==> src/rtl/fetch_ctrl.sv <==
// IF-stage controller: PC register, IF/ID register, stall/flush event counters; 1-cycle fetch latency.
// Backpressure: pcwrite_i/IFIDwrite_i hold PC and IF/ID independently; start_i=0 freezes everything.
module fetch_ctrl #(
    parameter logic [31:0] RESET_PC = 32'h0000_0000,
    parameter int          CNT_W    = 16
) (
    input  logic             clk_i,
    input  logic             rst_i,
    input  logic             start_i,
    input  logic             pcwrite_i,
    input  logic             IFIDwrite_i,
    input  logic             flush_i,
    input  logic [31:0]      branch_target_i,
    input  logic [31:0]      instr_i,
    output logic [31:0]      pc_o,
    output logic [31:0]      IFIDpc_o,
    output logic [31:0]      IFIDinstr_o,
    output logic             IFIDvalid_o,
    output logic [CNT_W-1:0] stall_cnt_o,
    output logic [CNT_W-1:0] flush_cnt_o
);

    typedef enum logic [1:0] {
        ST_IDLE,
        ST_RUN,
        ST_STALL,
        ST_REDIRECT
    } state_e;

    state_e state;

    logic [31:0]      pc_q, pc_d;
    logic [31:0]      ifid_pc_q, ifid_pc_d;
    logic [31:0]      ifid_instr_q, ifid_instr_d;
    logic             ifid_vld_q, ifid_vld_d;
    logic [CNT_W-1:0] stall_cnt_q, stall_cnt_d;
    logic [CNT_W-1:0] flush_cnt_q, flush_cnt_d;
    logic [31:0]      pc_seq;

    assign pc_seq = pc_q + 32'd4;

    // A branch held in a stalled ID stage has no final outcome, so STALL outranks REDIRECT.
    always_comb begin
        state = ST_RUN;
        if (!start_i) begin
            state = ST_IDLE;
        end else if (!pcwrite_i) begin
            state = ST_STALL;
        end else if (flush_i) begin
            state = ST_REDIRECT;
        end
    end

    always_comb begin
        pc_d         = pc_q;
        ifid_pc_d    = ifid_pc_q;
        ifid_instr_d = ifid_instr_q;
        ifid_vld_d   = ifid_vld_q;
        stall_cnt_d  = stall_cnt_q;
        flush_cnt_d  = flush_cnt_q;

        case (state)
            ST_RUN:      pc_d = pc_seq;
            ST_REDIRECT: pc_d = branch_target_i;
            default:     pc_d = pc_q;
        endcase

        // IF/ID enable is honoured on its own, even while the PC is held.
        if (state != ST_IDLE && IFIDwrite_i) begin
            ifid_pc_d = pc_seq;
            if (state == ST_REDIRECT) begin
                ifid_instr_d = 32'h0;
                ifid_vld_d   = 1'b0;
            end else begin
                ifid_instr_d = instr_i;
                ifid_vld_d   = 1'b1;
            end
        end

        if (state == ST_STALL && stall_cnt_q != {CNT_W{1'b1}}) begin
            stall_cnt_d = stall_cnt_q + CNT_W'(1);
        end
        if (state == ST_REDIRECT && flush_cnt_q != {CNT_W{1'b1}}) begin
            flush_cnt_d = flush_cnt_q + CNT_W'(1);
        end
    end

    always_ff @(posedge clk_i or negedge rst_i) begin
        if (!rst_i) begin
            pc_q         <= RESET_PC;
            ifid_pc_q    <= 32'h0;
            ifid_instr_q <= 32'h0;
            ifid_vld_q   <= 1'b0;
            stall_cnt_q  <= '0;
            flush_cnt_q  <= '0;
        end else begin
            pc_q         <= pc_d;
            ifid_pc_q    <= ifid_pc_d;
            ifid_instr_q <= ifid_instr_d;
            ifid_vld_q   <= ifid_vld_d;
            stall_cnt_q  <= stall_cnt_d;
            flush_cnt_q  <= flush_cnt_d;
        end
    end

    assign pc_o        = pc_q;
    assign IFIDpc_o    = ifid_pc_q;
    assign IFIDinstr_o = ifid_instr_q;
    assign IFIDvalid_o = ifid_vld_q;
    assign stall_cnt_o = stall_cnt_q;
    assign flush_cnt_o = flush_cnt_q;

endmodule

==> config.mk <==
export PLATFORM = sky130hd
export DESIGN_NAME = fetch_ctrl
export DESIGN_NICKNAME = d
export VERILOG_FILES = /design/src/rtl/fetch_ctrl.sv
export SDC_FILE = /design/constraint.sdc
export NUM_CORES = 1
export LEC_CHECK = 0
export CORE_ASPECT_RATIO = 0.7
export CORE_MARGIN = 4
export CORE_UTILIZATION = 49
export CTS_BUF_LIST = sky130_fd_sc_hd__clkbuf_8
export CTS_CLUSTER_DIAMETER = 60
export DETAILED_ROUTE_END_ITERATION = 10
export PLACE_DENSITY = 0.82
export REMOVE_ABC_BUFFERS = 1
export SKIP_CTS_REPAIR_TIMING = 1
export SLEW_MARGIN = 20
export SYNTH_ARGS = -nofsm -noshare
export SYNTH_HDL_FRONTEND = slang
export SYNTH_SLANG_ARGS = --single-unit
==> constraint.sdc <==
create_clock -name clk_i -period 2.8 [get_ports clk_i]
set_clock_uncertainty 0.1 [all_clocks]
set_input_delay 0.7 -clock clk_i [delete_from_list [all_inputs] [get_ports clk_i]]
set_output_delay 0.7 -clock clk_i [all_outputs]
set_load 0.005 [all_outputs]
==> summary.md, run 1 <==
| Metric | Value |
|---|---|
| Status | `finished clean` |
| Worst Path Arrival | `2.82 ns` |
| FILL cells | `1018` |
| Most common cell in the netlist | `dfrtp_1` |
| GRT Resource Usage Total | `0.2535` |
| Most used flip-flop cell after synthesis | `dfrtp_1` |
| Design area | `9199 sq um` |
| Vias | `6303` |
| Synth top area share | `0.4908` |
| Initial antenna violation count | `1` |
| Seq cells post-synth | `129` |
| Area post-placement | `8762 sq um` |
| DR WL/cell | `17.80 um` |
| Pre-CTS setup slack | `-0.02514 ns` |
| Final #Nets | `983` |
| Clock Sinks | `129` |
| Layout cells sized above 1 | `0.07476` |
| Power per cell area | `631.6 nW/um^2` |
| Placeable Area | `13140 sq um` |
| Post-synth top area cell | `dfrtp_1` |
| Mapped Cells | `726` |
| Synth area leaders | `dfrtp_1 49%, nand2_1 6.3%, nand3_1 5.6%` |
| Most frequent cells after synthesis | `129 x dfrtp_1, 111 x nand2_1, 74 x nand3_1` |
| Synth async-reset ratio | `1.000` |
| MaxCap Viol Count | `0` |
| DPL Wire Length | `13.68 mm` |
| Vias in the first global route | `5917` |
| Htree depth | `4` |
| Avg Inst Size Synth | `9.060 sq um` |
| Clock Pin Slew Worst Setup and Hold Paths | `0.08 ns` |
| Worst vdd ir | `0.3326 mV` |
| Mapped Area | `6578 sq um` |
| Die X | `146.5 um` |
| Worst setup margin | `0.2287 ns` |
| Rows | `35` |
| Via/cell ratio | `5.788` |
| Design Power | `5.810 mW` |
| Detailed Routing Iterations Pass 1 | `5` |
| Worst hold path type | `input pin to asynchronous set/reset pin` |
| Slew Viols, Final | `0` |
| Max incr delay on CP | `0.70 ns` |
| Critical-path cell list | `ha_1, nand2_1, or4_4, or4_1, a31oi_1` |
| Final RePlAce weighted congestion | `0.9019` |
| CTS tree | `built` |
| ANT cells | `0` |
| Post-synthesis simple-gate area fraction | `0.2659` |
| Relative max-transition margin | `0.5331` |
| Die area | `15370 sq um` |
| Tcrit/Tclk final | `0.9183` |
| R2R Path Start | `pc_o[2]` |
| Synth Area in Adders | `0.005707` |
| Drt first-iter violations | `439` |
| Io pins | `199` |
| Final Core Density | `0.7002` |
| Slew @ Worst Pin | `0.6827 ns` |
| First-pass GRT wire length | `31.58 mm` |
| Netlist cell types | `51` |
| CTS max path bufs | `2` |
| Startpoint Class | `register` |
| Crit path time final | `2.571 ns` |
| Synth Warn # | `0` |
| Slowest cell on crit path | `or4_4` |
| Pleak | `3.862 nW` |
| R2r endpoint | `IFIDpc_o[24]` |
| Largest net degree at the start of global routing | `67` |
| Worst reg2reg path depth | `5` |
| Post-synthesis compound-gate area fraction | `0.1282` |
| Final Hold Vio Count | `0` |
| FF-to-FF setup slack | `0.23 ns` |
| RSZ-0062 raised after global routing | `false` |
| Mux contribution to synthesized area | `0.01313` |
| Residual DRC | `0` |
| Fmax | `388.9 MHz` |
| Initial Util | `0.5007` |
| Number of flops mapped to enable cells by yosys | `0` |
| CP max FO | `31` |
| Worst Path Required | `3.05 ns` |
| Endpoints failing setup | `0` |
| Cts bufs inserted | `17` |
| Critical path class | `register to register` |
| I/O Buffers | `198` |
| CP endpoint kind | `register` |
| CTS root buf | `clkbuf_8` |
| Sequential share of the synthesized area | `0.4908` |
| Antenna-violating nets left | `0` |
| Overall die height | `104.9 um` |
| Area growth syn-to-layout | `39.85%` |
| Largest family of logic cells by synthesized area | `simple AND/OR/NAND/NOR gates` |
| Clock Latency Late Sink | `0.43 ns` |
| Post-synthesis xor/xnor area fraction | `0.05193` |
| Gr ovfl total | `0` |
| Final wirelength | `19.38 mm` |
-- registers in the layout (all words and copies together), names as in the netlist --
name and cells:
IFIDinstr_o 32, IFIDvalid_o 1, IFIDpc_o 32, stall_cnt_o 16
flush_cnt_o 16, pc_o 32
-- layer usage --
layer,vias to the layer above,routed length (um),track usage
met5,-,7,0
met4,2,92,0.04765
met3,12,1501,0.06589
met2,263,8895,0.3985
met1,3031,8887,0.3595
li1,2995,-,-
-- layout make-up --
| class | count | area [sq um] | share of cell area |
|---|---|---|---|
| clock inverters | 14 | 188.9 | 0.02054 |
| inverters | 15 | 56.30 | 0.006121 |
| multi-input cells | 525 | 3062 | 0.3328 |
| repair buffers | 222 | 2208 | 0.2401 |
| clock buffers | 18 | 247.7 | 0.02693 |
| well taps | 166 | 207.7 | 0.02258 |
| flip-flops and latches | 129 | 3228 | 0.3509 |
-- placed cells by master, fill, tap and decap left out, drive strengths merged, types with 6 or more instances in the layout --
master,synthesis,final
or4,15,15
buf,16,26
o21ai,40,40
nor4,9,9
clkdlybuf4s50,0,196
xnor2,23,23
and3,24,24
o31ai,8,8
inv,15,17
a31oi,19,19
clkbuf,41,18
clkinv,0,6
nand4,23,23
o211ai,8,8
nand2,111,111
or3,12,12
xor2,16,16
o311ai,11,11
and4,9,9
nor3,20,20
dfrtp,129,129
a21oi,24,24
nor2,31,31
nand3,75,75
-- stage by stage --
step / cells / TNS [ns] / hold slack (ns)
floorplan: 669 / 0 / 0.3044
global placement: 1057 / 0 / 0.3476
detailed placement: 1057 / -0.03126 / 0.3542
CTS: 1089 / 0 / 0.1222
global route: 1089 / 0 / 0.1467
finish: 1089 / 0 / 0.1317
-- worst max-delay path, delay by kind of cell, from the launching register on --
| kind | cells | cell delay (ns) |
|---|---|---|
| AOI/OAI and AO/OA | 1 | 0.19 |
| adders and majority gates | 1 | 0.30 |
| DFF | 1 | 0.44 |
| and+or+nand+nor | 3 | 1.45 |
-- how the worst max path moves through the flow --
stage            start              to  depth (start not counted)
6_report       pc_o[2]    IFIDpc_o[24]                          5
5_1_grt        pc_o[2]    IFIDpc_o[20]                          5
4_1_cts        pc_o[2]    IFIDpc_o[24]                          5
3_5_place_dp   start_i        pc_o[30]                          5
3_3_place_gp   start_i        pc_o[31]                          5
2_1_floorplan  flush_i  flush_cnt_o[6]                          4
-- report_power, final --
group          internal (mW)  leakage (nW)  switching [mW]
Clock                  0.993         0.220           0.762
Combinational          0.890          2.10           0.615
Sequential              2.17          1.55           0.381
-- cell families (layout without fill, tap and decap cells) --
group / count (synthesis) / after routing
buf+inv: 72 / 269
xor+xnor: 39 / 39
simple gates: 342 / 342
fa+ha+maj: 3 / 3
flops: 129 / 129
compound gates: 133 / 133
mux: 8 / 8
Power figures use the tool's default switching activity.
==> run 2, diff against run 1 <==
Settings changed: CORE_MARGIN 4 to 5.
==> run 2 against run 1 <==
Net effect: final cell count about the same; hold slack improved by 0.027 ns; critical path depth unchanged; sequential share of layout area about the same; design area about the same; clock power decreased by 5%; count of clock-buffer cells in the layout decreased by 1; fmax increased by 0.25%; non-clock buffer count increased by 1; combinational power about the same; setup slack improved by 0.0065 ns; critical path type unchanged; largest cell class unchanged; highest routed layer unchanged.
==> summary.md, run 2 (same netlist as run 1, synthesis figures left out) <==
| Metric | Value |
|---|---|
| Status | `finished clean` |
| Worst vdd ir | `0.3725 mV (+12%)` |
| Final #Nets | `984 (+0.10%)` |
| Drt first-iter violations | `575 (+31%)` |
| Clk pwr share | `0.292 (-0.010)` |
| Critical-path cell list | `ha_1, nand2_1, or4_4, or4_1, a31oi_1` |
| Slew @ Worst Pin | `0.6733 ns (-0.009395 ns)` |
| Endpoints failing setup | `0 (unchanged)` |
| Commonest cells after routing, fill and taps aside | `196 x clkdlybuf4s50_1, 129 x dfrtp_1, 110 x nand2_1, 74 x nand3_1, 40 x o21ai_0` |
| Worst hold path type | `input pin to asynchronous set/reset pin` |
| Residual DRC | `0 (unchanged)` |
| Initial antenna violation count | `1 (unchanged)` |
| Via/cell ratio | `5.851 (+1.1%)` |
| First-pass GRT wire length | `32.49 mm (+2.9%)` |
| FF-to-FF setup slack | `0.24 ns (about the same)` |
| Final RePlAce weighted congestion | `0.8709 (-3.4%)` |
| Detailed Routing Iterations Pass 1 | `5 (unchanged)` |
| Die X | `148.5 um (+1.4%)` |
| DR WL/cell | `18.58 um (+4.4%)` |
| Pleak | `3.858 nW (-0.11%)` |
| RSZ-0062 raised after global routing | `false` |
| Io pins | `199 (unchanged)` |
| CTS tree | `built` |
| Startpoint Class | `register` |
| Final wirelength | `20.25 mm (+4.5%)` |
| CP max FO | `31 (unchanged)` |
| Clock Sinks | `129 (unchanged)` |
| Logic pwr share | `0.265 (+0.006)` |
| Pint | `3.956 mW (-2.4%)` |
| Setup_tns | `0 ns (unchanged)` |
| CP endpoint kind | `register` |
| Most common cell after layout, fill and taps aside | `clkdlybuf4s50_1` |
| Vias | `6378 (+1.2%)` |
| Rows | `35 (unchanged)` |
| Cts bufs inserted | `17 (unchanged)` |
| CTS max path bufs | `2 (unchanged)` |
| ANT cells | `0 (unchanged)` |
| Overall die height | `106.9 um (+1.9%)` |
| Register area | `3228 sq um (unchanged)` |
| Placeable Area | `13140 sq um (unchanged)` |
| Worst Path Required | `3.04 ns (about the same)` |
| Initial Util | `0.5007 (unchanged)` |
| Max incr delay on CP | `0.70 ns (about the same)` |
| Net Sw Power | `1.813 mW (+3.2%)` |
| Clock Pin Slew Worst Setup and Hold Paths | `0.08 ns (about the same)` |
| MaxCap Viol Count | `0 (unchanged)` |
| Htree depth | `4 (unchanged)` |
| I/O Buffers | `198 (unchanged)` |
| Slowest cell on crit path | `or4_4` |
| FILL cells | `1051 (+3.2%)` |
| Critical path class | `register to register` |
| Slew Viols, Final | `0 (unchanged)` |
| CTS root buf | `clkbuf_8` |
| Final Hold Vio Count | `0 (unchanged)` |
| DPL Wire Length | `14.34 mm (+4.8%)` |
| Tcrit/Tclk final | `0.9160 (-0.002326)` |
| GRT Resource Usage Total | `0.2558 (+0.002299)` |
| Largest net degree at the start of global routing | `67 (unchanged)` |
| Multi-input logic area | `3062 sq um (unchanged)` |
| Sw frac | `0.3143 (+0.01178)` |
| Gr ovfl total | `0 (unchanged)` |
| WHS | `0.1585 ns (+0.02684 ns)` |
| Flop pwr share | `0.443 (+0.004)` |
| Worst Path Arrival | `2.81 ns (about the same)` |
| Crit path time final | `2.565 ns (-0.006512 ns)` |
| Die area | `15880 sq um (+3.3%)` |
| Antenna-violating nets left | `0 (unchanged)` |
| Area growth syn-to-layout | `39.83% (about the same)` |
| Layout cells sized above 1 | `0.07684 (+0.002084)` |
| Power per cell area | `627.3 nW/um^2 (-0.68%)` |
| Clock Latency Late Sink | `0.43 ns (about the same)` |
| Fmax | `389.9 MHz (+0.25%)` |
| Relative max-transition margin | `0.5470 (+0.01389)` |
| Vias in the first global route | `6029 (+1.9%)` |
-- run 2: metrics by stage --
stage / area, sq um / instances / setup WS (ns) / power (mW) / utilization
after floorplan: 6342 / 669 / 0.3199 / 3.039 / -
after global placement: 8778 / 1058 / 0.1751 / 4.061 / 0.6682
after detailed placement: 8778 / 1058 / 0.07337 / 4.107 / 0.6682
after CTS: 9198 / 1090 / 0.2477 / 5.792 / 0.7001
after global routing: 9198 / 1090 / 0.06834 / 6.074 / 0.7001
final: 9198 / 1090 / 0.2352 / 5.769 / 0.7001
-- run 2: critical path: cells and delay by family, from the launching register on --
family | cells | cell delay (ns)
and+or+nand+nor | 3 | 1.44
DFF | 1 | 0.43
adders and majority gates | 1 | 0.31
AOI/OAI and AO/OA | 1 | 0.20
-- run 2: worst paths after layout --
kind                                 from  cells after the start             end
setup reg to reg                  pc_o[2]                      5    IFIDpc_o[24]
min in group clk_i         IFIDinstr_o[8]                      2  IFIDinstr_o[8]
hold / removal                      rst_i                      1  IFIDinstr_o[5]
max in group asynchronous           rst_i                      2  flush_cnt_o[0]
setup / recovery                  pc_o[2]                      5    IFIDpc_o[24]
hold reg to reg            IFIDinstr_o[8]                      2  IFIDinstr_o[8]
-- run 2: routing by layer --
| layer | global-route usage | up-vias | part of all wire |
|---|---|---|---|
| li1 | - | 2996 | - |
| met1 | 0.3671 | 3042 | 0.45 |
| met2 | 0.3815 | 309 | 0.45 |
| met3 | 0.06802 | 29 | 0.088 |
| met4 | 0.07515 | 2 | 0.018 |
| met5 | 0 | - | 0.00064 |
-- run 2: cell type report --
| class | instances | share of cell area |
|---|---|---|
| Sequential cell | 129 | 0.3510 |
| Multi-Input combinational cell | 525 | 0.3329 |
| Timing Repair Buffer | 223 | 0.2419 |
| Clock buffer | 17 | 0.02544 |
| Tap cell | 166 | 0.02258 |
| Clock inverter | 15 | 0.02013 |
| Inverter | 15 | 0.006122 |
-- run 2: power groups by stage --
stage / clock, mW / combinational, mW / sequential (mW)
global placement: 0 / 1.49 / 2.57
finish: 1.68 / 1.53 / 2.56
CTS: 1.70 / 1.54 / 2.55
floorplan: 0 / 0.509 / 2.53
detailed placement: 0 / 1.53 / 2.58
global route: 1.80 / 1.67 / 2.61
==> run 3, diff against run 2 <==
Settings changed: CORE_ASPECT_RATIO 0.7 to default.
==> run 3 against run 2 <==
Net effect: design area down 0.23%; total power down 2.6%; routed wire length down 6.7%; count of clock-buffer cells in the layout unchanged; global-route usage down 2.1 points; die area down 0.23%; first-iteration DRC count down 5.2%; flip-flop and latch count unchanged; combinational power about the same; non-clock buffer count down 1; setup slack better by 0.053 ns.
==> summary.md, run 3 (same netlist as run 1, synthesis figures left out) <==
| Metric | Value |
|---|---|
| Final RePlAce weighted congestion | `0.8344 (-4.2%)` |
| Io pins | `199 (unchanged)` |
| Worst hold path type | `input pin to asynchronous set/reset pin` |
| FILL cells | `1010 (-3.9%)` |
| Die X | `125.9 um (-15%)` |
| Worst Path Arrival | `2.76 ns (-0.05 ns)` |
| Logic pwr share | `0.269 (+0.004)` |
| Antenna-violating nets left | `0 (unchanged)` |
| Residual DRC | `0 (unchanged)` |
| Cts bufs inserted | `17 (unchanged)` |
| Status | `finished clean` |
| Endpoints failing setup | `0 (unchanged)` |
| Clk pwr share | `0.280 (-0.012)` |
| Most common cell after layout, fill and taps aside | `clkdlybuf4s50_1` |
| Fmax | `398.1 MHz (+2.1%)` |
| WHS | `0.1251 ns (-0.03342 ns)` |
| CTS root buf | `clkbuf_8` |
| Relative max-transition margin | `0.5734 (+0.02634)` |
| Detailed Routing Iterations Pass 1 | `5 (unchanged)` |
| Commonest cells after routing, fill and taps aside | `196 x clkdlybuf4s50_1, 129 x dfrtp_1, 110 x nand2_1, 74 x nand3_1, 40 x o21ai_0` |
| Power per cell area | `612.5 nW/um^2 (-2.4%)` |
| Final Hold Vio Count | `0 (unchanged)` |
| MaxCap Viol Count | `0 (unchanged)` |
| Slew @ Worst Pin | `0.6238 ns (-0.04943 ns)` |
| Vias | `6302 (-1.2%)` |
| DR WL/cell | `17.18 um (-7.5%)` |
| Initial antenna violation count | `0 (-1)` |
| Pleak | `3.847 nW (-0.28%)` |
| Critical path class | `register to register` |
| Design area | `9176 sq um (-0.23%)` |
| Setup_tns | `0 ns (unchanged)` |
| Sw frac | `0.3124 (-0.001848)` |
| I/O Buffers | `198 (unchanged)` |
| Crit path time final | `2.512 ns (-0.05265 ns)` |
| Vias in the first global route | `6088 (+0.98%)` |
| Final #Nets | `983 (-0.10%)` |
| Area growth syn-to-layout | `39.51%` |
| First-pass GRT wire length | `30.82 mm (-5.1%)` |
| Rows | `42 (+20%)` |
| CP endpoint kind | `register` |
| Layout cells sized above 1 | `0.07476 (-0.002084)` |
| Net Sw Power | `1.756 mW (-3.2%)` |
| CP max FO | `31 (unchanged)` |
| CTS tree | `built` |
| CTS max path bufs | `2 (unchanged)` |
| Area post-placement | `8783 sq um (about the same)` |
| Drt first-iter violations | `545 (-5.2%)` |
| Placeable Area | `13190 sq um (+0.40%)` |
| Clock Pin Slew Worst Setup and Hold Paths | `0.09 ns (about the same)` |
| Startpoint Class | `register` |
| DPL Wire Length | `13.34 mm (-7.0%)` |
| RSZ-0062 raised after global routing | `false` |
| Design Power | `5.621 mW (-2.6%)` |
| Htree depth | `4 (unchanged)` |
| Worst vdd ir | `0.2627 mV (-29%)` |
| Pint | `3.865 mW (-2.3%)` |
| Final wirelength | `18.89 mm (-6.7%)` |
| Tcrit/Tclk final | `0.8972 (-0.01881)` |
| Clock Latency Late Sink | `0.43 ns (about the same)` |
| ANT cells | `0 (unchanged)` |
| Overall die height | `125.9 um (+18%)` |
| Gr ovfl total | `0 (unchanged)` |
| Slew Viols, Final | `0 (unchanged)` |
| Largest net degree at the start of global routing | `66 (-1.5%)` |
| Via/cell ratio | `5.734 (-2.0%)` |
| Flop pwr share | `0.450 (+0.007)` |
| Die area | `15840 sq um (-0.23%)` |
| Worst Path Required | `3.05 ns (about the same)` |
| Clock Sinks | `129 (unchanged)` |
| Initial Util | `0.4987 (-0.001995)` |
| GRT Resource Usage Total | `0.2351 (-0.02067)` |
run 3: cell types whose count changed in the layout (fill, tap and decap cells not counted), sizes merged:
| cell | before | now |
|---|---|---|
| buf | 27 | 26 |
| clkinv | 7 | 6 |
| bufinv | 3 | 2 |
| inv | 18 | 20 |
run 3: power groups by stage:
stage          Clock [mW]  Combinational, mW  Sequential, mW
6_report             1.58               1.51            2.53
5_1_grt              1.68               1.66            2.59
4_1_cts              1.60               1.53            2.53
3_5_place_dp            0               1.52            2.56
3_3_place_gp            0               1.49            2.55
2_1_floorplan           0              0.509            2.53
run 3: stage by stage:
stage                 util  setup slack [ns]  std cells
floorplan                -            0.3199        669
global placement    0.6659            0.1185       1067
detailed placement  0.6659           0.01599       1067
CTS                 0.6957            0.3056       1099
global route        0.6957            0.1575       1099
finish              0.6957            0.2879       1099
run 3: critical path, cell delays in order, from the launching register on:
cell	delay, ns
dfrtp_1	0.41
ha_1	0.30
nand2_1	0.20
or4_4	0.70
or4_1	0.55
a31oi_1	0.17
run 3: path summary, 6_finish.rpt:
path	startpoint	end	slack [ns]	cells after the start
hold / removal	rst_i	IFIDpc_o[9]	0.13	1
setup / recovery	pc_o[3]	IFIDpc_o[30]	0.29	5
hold reg to reg	IFIDinstr_o[18]	IFIDinstr_o[18]	0.37	2
min in group clk_i	IFIDinstr_o[18]	IFIDinstr_o[18]	0.37	2
max in group asynchronous	rst_i	IFIDinstr_o[2]	1.79	2
setup reg to reg	pc_o[3]	IFIDpc_o[30]	0.29	5
run 3: layout make-up:
type                       instances  area (sq um)  share of cell area
clock buffer                      17         234.0             0.02550
clock inverter                    15         158.9             0.01732
inverter                          15         56.30            0.006136
multi-input combinational        525          3062              0.3337
sequential                       129          3228              0.3518
tap                              176         220.2             0.02400
timing repair buffer             222          2217              0.2416
run 3: routing by layer:
layer,wire [um],track usage
met1,8051,0.3190
met2,9147,0.3801
met3,1328,0.04445
met4,358,0.08391
met5,0,0
